==> src/rtl/bcd_tube_feeder.sv <==
// rtl/bcd_tube_feeder.sv - binary-to-BCD converter that feeds the 9-digit nixie tube controller.
// Optional macro BCD_TUBE_RAW_EN adds the RAW register (direct hex write to the tube).
module bcd_tube_feeder (
    input  logic        clk,
    input  logic        reset,
    input  logic        we,
    input  logic [2:0]  addr,
    input  logic [31:0] din,
    output logic [31:0] dout,
    output logic        tube_we,
    output logic [2:0]  tube_addr,
    output logic [31:0] tube_din
);
    localparam logic [1:0] IDLE  = 2'd0;
    localparam logic [1:0] CONV  = 2'd1;
    localparam logic [1:0] WR_LO = 2'd2;
    localparam logic [1:0] WR_HI = 2'd3;

    logic [1:0]  state;
    logic [31:0] value;
    logic [31:0] bin;
    logic [39:0] bcd;
    logic [39:0] adj;
    logic [4:0]  cnt;
    logic        ovf;
    logic        drop;
    logic        busy;
    logic        value_wr;
    logic        raw_wr;
`ifdef BCD_TUBE_RAW_EN
    logic [31:0] raw;
`endif

    assign busy     = (state != IDLE);
    assign value_wr = we && (addr == 3'b000);
`ifdef BCD_TUBE_RAW_EN
    assign raw_wr   = we && (addr == 3'b010);
`else
    assign raw_wr   = 1'b0;
`endif

    // Double-dabble correction: every nibble >= 5 gets +3 before the shift.
    always_comb begin
        adj = bcd;
        for (int i = 0; i < 10; i++) begin
            if (bcd[i*4 +: 4] >= 4'd5) begin
                adj[i*4 +: 4] = bcd[i*4 +: 4] + 4'd3;
            end
        end
    end

    always_ff @(posedge clk) begin
        if (reset) begin
            state <= IDLE;
            value <= 32'd0;
            bin   <= 32'd0;
            bcd   <= 40'd0;
            cnt   <= 5'd0;
            ovf   <= 1'b0;
            drop  <= 1'b0;
`ifdef BCD_TUBE_RAW_EN
            raw   <= 32'd0;
`endif
        end else begin
            if (we && (addr == 3'b001)) begin
                drop <= 1'b0;
            end
            case (state)
                IDLE: begin
                    if (value_wr) begin
                        value <= din;
                        ovf   <= 1'b0;
                        bin   <= din;
                        bcd   <= 40'd0;
                        cnt   <= 5'd0;
                        state <= CONV;
                    end
`ifdef BCD_TUBE_RAW_EN
                    // Raw words reuse the write-out path: the low 32 bits of bcd go to 3'b110.
                    else if (raw_wr) begin
                        raw   <= din;
                        ovf   <= 1'b0;
                        bcd   <= {8'h00, din};
                        state <= WR_LO;
                    end
`endif
                end
                CONV: begin
                    bcd <= {adj[38:0], bin[31]};
                    bin <= {bin[30:0], 1'b0};
                    cnt <= cnt + 5'd1;
                    if (cnt == 5'd31) begin
                        state <= WR_LO;
                    end
                end
                WR_LO: begin
                    ovf   <= (bcd[39:36] != 4'd0);
                    state <= WR_HI;
                end
                WR_HI: begin
                    state <= IDLE;
                end
                default: begin
                    state <= IDLE;
                end
            endcase
            // Placed after the STATUS clear so a simultaneous new drop wins.
            if (busy && (value_wr || raw_wr)) begin
                drop <= 1'b1;
            end
        end
    end

    always_comb begin
        tube_we   = 1'b0;
        tube_addr = 3'b000;
        tube_din  = 32'd0;
        if (state == WR_LO) begin
            tube_we   = 1'b1;
            tube_addr = 3'b110;
            tube_din  = bcd[31:0];
        end else if (state == WR_HI) begin
            tube_we   = 1'b1;
            tube_addr = 3'b111;
            tube_din  = {28'd0, bcd[35:32]};
        end
    end

    always_comb begin
        dout = 32'd0;
        case (addr)
            3'b000:  dout = value;
            3'b001:  dout = {29'd0, drop, ovf, busy};
`ifdef BCD_TUBE_RAW_EN
            3'b010:  dout = raw;
`endif
            default: dout = 32'd0;
        endcase
    end
endmodule
==> config.mk <==
export PLATFORM = sky130hd
export DESIGN_NAME = bcd_tube_feeder
export DESIGN_NICKNAME = d
export VERILOG_FILES = /design/src/rtl/bcd_tube_feeder.sv
export SDC_FILE = /design/constraint.sdc
export NUM_CORES = 1
export LEC_CHECK = 0
export ABC_AREA = 1
export CORE_MARGIN = 2
export CORE_UTILIZATION = 50
export DETAILED_ROUTE_END_ITERATION = 7
export GPL_TIMING_DRIVEN = 0
export PLACE_DENSITY_LB_ADDON = 0.2
export SLEW_MARGIN = 20
export SYNTH_ARGS = -nofsm -noshare
export SYNTH_HDL_FRONTEND = slang
export SYNTH_SLANG_ARGS = --single-unit
==> constraint.sdc <==
create_clock -name clk -period 2.9 [get_ports clk]
set_input_delay 0.725 -clock clk [delete_from_list [all_inputs] [get_ports clk]]
set_output_delay 0.725 -clock clk [all_outputs]
set_load 0.02 [all_outputs]
==> results of run 1 <==
through the flow:
step	area [µm²]	power (mW)	TNS, ns
floorplan	6166	2.556	0
global placement	7391	2.899	-15.26
detailed placement	7391	2.918	-15.38
CTS	7998	4.944	-0.01599
global route	7983	5.202	0
finish	7983	4.950	0
area by class of cell:
class	instances	area [µm²]	share of cell area
clock inverter	13	137.6	0.01724
multi-input combinational	688	3227	0.4042
tap	147	183.9	0.02304
timing repair buffer	106	1002	0.1255
sequential	113	2262	0.2834
inverter	120	450.4	0.05643
buffer	51	276.5	0.03464
clock buffer	19	442.9	0.05549
final timing paths:
kind	startpoint	end	slack [ns]	cells after the start
max	addr[0]	dout[6]	0.10	6
min reg2reg	value[18]	value[18]	0.45	2
max reg2reg	state[0]	bin[14]	0.89	8
min	value[18]	value[18]	0.45	2
cell usage after synthesis, drive strengths merged:
library cell | instances | share of area
ha | 26 | 0.053
nand2 | 255 | 0.16
inv | 119 | 0.072
nor3b | 1 | 0.0012
buf | 23 | 0.022
o21a | 9 | 0.011
or2 | 2 | 0.0020
o211ai | 3 | 0.0037
nand4 | 13 | 0.016
clkbuf | 29 | 0.018
dfxtp | 113 | 0.37
nand3 | 93 | 0.075
o21ai | 61 | 0.050
clkinv | 1 | 0.00061
a21oi | 72 | 0.058
nor2 | 153 | 0.094
report_power, final:
| group | switching (mW) | leakage (nW) | internal (mW) |
|---|---|---|---|
| Combinational | 0.767 | 2.40 | 0.370 |
| Sequential | 0.0832 | 0.915 | 1.69 |
| Clock | 0.759 | 0.267 | 1.28 |
| Total | 1.61 | 3.58 | 3.34 |
routing by layer:
| layer | GRT usage | up-vias | part of all wire |
|---|---|---|---|
| met3 | 0.05904 | 31 | 0.073 |
| li1 | - | 3312 | - |
| met4 | 0.09317 | 0 | 0.018 |
| met2 | 0.4020 | 206 | 0.45 |
| met1 | 0.3593 | 2891 | 0.46 |
| met5 | 0 | - | 0 |
sequential cells by signal, indices dropped and copies added, names as in the netlist:
name and flops:
bcd 40, bin 32, value 32, cnt 5, state 2, drop 1, ovf 1
cell families (layout without fill, tap and decap cells):
family / after synthesis / count (layout) / share of synthesized area
AOI/OAI and AO/OA: 145 / 145 / 0.1226
DFF: 113 / 113 / 0.3669
adders and majority gates: 26 / 26 / 0.05276
buffers and inverters: 172 / 309 / 0.1122
and+or+nand+nor: 517 / 517 / 0.3456
worst register-to-register path, cell delays in order (launching register included):
cell     delay, ns
dfxtp_1       0.33
inv_1         0.13
ha_1          0.38
nand4_4       0.26
nand2_2       0.24
buf_2         0.32
nand3_1       0.11
nand2_1       0.07
nor2_1        0.04
timing repair:
| item | in CTS | in global routing |
|---|---|---|
| pin swaps | 1 | 0 |
| buffers inserted | 2 | 0 |
| gates cloned | 0 | 0 |
| setup endpoints to repair | 66 | 63 |
| gates resized for setup | 64 | 24 |
==> flow_summary.toml, run 1 <==
[detailed_routing]
drt_wl_total_mm = 16.78
drt_iter0_markers = 537
ant_nets = 0
wl_per_cell_um = 13.35
vias_per_cell = 5.123
drc = 0
drt_first_pass_iters = 5
num_vias = 6440

[setup_path]
end_kind = "output pin"
worstPathRequired_ns = 2.17
cp-start-kind = "input pin"
cp.buffers_inverters = 4
critical_path.max_stage_delay_ns = 0.49
cp_max_fo = 10
worstPathArrival_ns = 2.07
path_delay_family = "buffers and inverters"
crit_type = "input pin to output pin"
slowest_stage = "clkdlybuf4s50_1"
worstPathCellList = "clkdlybuf4s50_1 -> inv_2 -> nand2_2 -> clkbuf_8 -> nor2_1 -> dlygate4sd2_1"

[finish]
layout_common_cells = "nand2_1 (250), nor2_1 (152), inv_1 (115), dfxtp_1 (113), nand3_1 (93)"
n_fill_cell = 1153
final_nets = 1161
final_common_cell = "nand2_1"
antenna_cells = 0
fin_cells = 1257
fin_util = 0.6646
areaGrowthSynthToFinish_pct = 29.46
drive_gt1_frac = 0.08018

[timing]
fin_crit_sh = 0.9639
post-route-min-period_ns = 2.795
holdWs_ns = 0.4532
fmax_mhz = 357.7
finClkSkew_ns = 0.01004
slew_viol_final = 0
slew_headroom = 0.5482
rsz0062_at_grt = "false"
setup_viol = 0
finalHoldViolCount = 0
worst_pin_slew_ns = 0.6777
timing.final.ws_setup_ns = 0.1047

[global_routing]
grt_max_degree = 17
gr-usage-all-layers = 0.2607
antenna_found_initial = 0
grt_pass1_vias = 5742
overflow = 0
grt_pass1_wl_mm = 27.53

[cts]
htree_levels = 4
cts.sinks = 113
cts_tree = "done"
holdBufCountCts = 0
clk_latency_ns = 0.42
numCtsBuffers = 17
path_clk_slew_ns = 0.05
clock_path_buffers = 2
cts-root-buf = "clkbuf_16"

[die]
dieArea_um2 = 13240
num_rows = 40
die_x_um = 115.1
core_region_area_um2 = 12010
die_y_um = 115.1
io_pins = 106
initial_utilization = 0.5133

[run_status]
status = "complete, no violations"

[hold_path]
hold_path_class = "register to register"

[synth]
synth_cell_types = 24
synth_area_um2 = 6166
ys_ff_latch = 113
syn_nets = 1037
yosysSeqAreaShare = 0.3669
netlist_instances = 973
ys.warnings.count = 0
avgSynthCellArea_um2 = 6.337

[place]
dp_slack_ns = -0.5950
placed_cells = 1224
gp_congestion = 0.8629
io_buffers = 104
hpwl_mm = 11.76

[pwr]
power_per_cell_area_nw_per_um2 = 620.0
peakVddDrop_uv = 371.5
p_leak_nw = 3.584

[run]
drv_cap = 0
(Power assumes the default switching activity.)
==> inputs of run 2 (changes only) <==
--- a/config.mk
+++ b/config.mk
@@ -11,7 +11,6 @@
 export DETAILED_ROUTE_END_ITERATION = 7
 export GPL_TIMING_DRIVEN = 0
 export PLACE_DENSITY_LB_ADDON = 0.2
-export SLEW_MARGIN = 20
 export SYNTH_ARGS = -nofsm -noshare
 export SYNTH_HDL_FRONTEND = slang
 export SYNTH_SLANG_ARGS = --single-unit
==> results of run 2 <==
Final layout, timing and power as in run 1 (identical DEF).
==> inputs of run 3 (changes only) <==
--- a/config.mk
+++ b/config.mk
@@ -6,10 +6,8 @@
 export NUM_CORES = 1
 export LEC_CHECK = 0
 export ABC_AREA = 1
-export CORE_MARGIN = 2
 export CORE_UTILIZATION = 50
 export DETAILED_ROUTE_END_ITERATION = 7
-export GPL_TIMING_DRIVEN = 0
 export PLACE_DENSITY_LB_ADDON = 0.2
 export SYNTH_ARGS = -nofsm -noshare
 export SYNTH_HDL_FRONTEND = slang
==> run 3 against run 2 <==
Setup slack better by 0.012 ns. Via count is 5.1% lower. Sequential power hardly changed. Global-route usage is 2.4 points lower. Sequential cell count stayed put. First-iteration DRC count is 36% lower. Critical path type unchanged. Highest routed layer unchanged.
==> flow_summary.toml, run 3 (same netlist as run 1, synthesis figures left out) <==
[finish]
top_regs = "bcd x40, bin x32, value x32"
ff_latch_area_um2 = 2262
final_nets = 1128
final_area_um2 = 7901
multi_input_comb_area_um2 = 3222
largest_reg_flops = 40
regMostFlops = "bcd"
fin_cells = 1223
drive_gt1_frac = 0.05855
n_fill_cell = 1126
antenna_cells = 0
areaGrowthSynthToFinish_pct = 28.15
layout_common_cells = "nand2_1 (251), nor2_1 (152), inv_1 (115), dfxtp_1 (113), nand3_1 (93)"
final_common_cell = "nand2_1"
fin_util = 0.6578

[die]
dieArea_um2 = 12780
die_x_um = 113.1
io_pins = 106
initial_utilization = 0.5133
num_rows = 40
core_region_area_um2 = 12010
die_y_um = 113.1

[pwr]
power_per_cell_area_nw_per_um2 = 611.5
peakVddDrop_uv = 386.1
power_frac_seq = 0.367
p_sw_mw = 1.508
p_comb_frac = 0.221
finalPower_mw = 4.832
p_leak_nw = 3.561
netSwitchingFraction = 0.3121
cellInternalPower_mw = 3.324
power_frac_clock = 0.412

[detailed_routing]
drc = 0
wl_per_cell_um = 11.88
num_vias = 6109
drt_first_pass_iters = 4
drt_iter0_markers = 341
ant_nets = 0
drt_wl_total_mm = 14.53
vias_per_cell = 4.995

[global_routing]
grt_pass1_wl_mm = 24.62
overflow = 0
gr-usage-all-layers = 0.2362
grt_max_degree = 90
grt_pass1_vias = 5461
antenna_found_initial = 0

[setup_path]
path_delay_family = "buffers and inverters"
end_kind = "output pin"
cp-start-kind = "input pin"
critical_path.max_stage_delay_ns = 0.44
cp.buffers_inverters = 3
worstPathCellList = "clkdlybuf4s50_1 -> nor2_4 -> nand2_1 -> buf_12 -> nor2_1 -> dlygate4sd2_1"
slowest_stage = "clkdlybuf4s50_1"
worstPathArrival_ns = 2.06
worstPathRequired_ns = 2.17
cp_max_fo = 29
crit_type = "input pin to output pin"

[place]
placed_area_um2 = 7385
gp_congestion = 0.8272
placed_cells = 1192
io_buffers = 105
dp_slack_ns = -0.1622
hpwl_mm = 9.381

[timing]
fin_crit_sh = 0.9598
finalHoldViolCount = 0
post-route-min-period_ns = 2.784
finClkSkew_ns = 0.005448
tns_ns = 0
setup_viol = 0
holdWs_ns = 0.4505
slew_headroom = 0.5967
rsz0062_at_grt = "false"
slew_viol_final = 0
timing.final.ws_setup_ns = 0.1164
worst_pin_slew_ns = 0.6041
fmax_mhz = 359.3

[cts]
clk_latency_ns = 0.41
htree_levels = 4
cts-root-buf = "clkbuf_16"
cts_setup_buffers = 0
cts.sinks = 113
clock_path_buffers = 2
numCtsBuffers = 17
path_clk_slew_ns = 0.05
cts_tree = "done"

[hold_path]
hold_path_class = "register to register"

[run_status]
status = "complete, no violations"

[run]
drv_cap = 0
[run 3: cell count changes in the layout (fill, tap and decap cells not counted), sizes merged]
| cell | change |
|---|---|
| buf | -7 |
| clkbuf | -35 |
| dlygate4sd2 | +20 |
| clkinvlp | -2 |
| dlymetal6s2s | -3 |
| clkdlybuf4s15 | -7 |
[run 3: final cells by class]
| type | count | share of cell area |
|---|---|---|
| clock buffer | 20 | 0.05653 |
| inverter | 120 | 0.05701 |
| tap | 147 | 0.02328 |
| timing repair buffer | 124 | 0.1546 |
| clock inverter | 11 | 0.01457 |
| multi-input combinational | 688 | 0.4078 |
| sequential | 113 | 0.2863 |
[run 3: power groups by stage]
stage	clock network (mW)	logic (mW)	registers [mW]
2_1_floorplan	0	0.775	1.78
3_3_place_gp	0	1.06	1.80
3_5_place_dp	0	1.08	1.80
4_1_cts	2.02	1.08	1.77
5_1_grt	2.10	1.21	1.79
6_report	1.99	1.07	1.77
[run 3: timing repair]
item,CTS,global route
hold buffers,0,0
endpoints found under the setup margin,39,3
gates cloned,0,0
gates resized for setup,39,1
[run 3: per-layer routing]
metal	share of wire	GRT usage	vias up
li1	-	-	3241
met1	0.48	0.2961	2731
met2	0.47	0.4000	116
met3	0.040	0.04660	21
met4	0.017	0.09123	0
met5	0	0	-
[run 3: final timing paths]
check,cells past startpoint,start,slack [ns],end
max,6,addr[1],0.12,dout[9]
min,2,value[6],0.45,value[6]
max reg2reg,8,state[0],1.02,bcd[33]
min reg2reg,2,value[6],0.45,value[6]
[run 3: worst register-to-register path, delay by kind of cell (launching register included)]
| kind | cells | cell delay [ns] |
|---|---|---|
| simple gates | 5 | 0.74 |
| flops | 1 | 0.34 |
| fa+ha+maj | 1 | 0.34 |
| buf+inv | 2 | 0.33 |
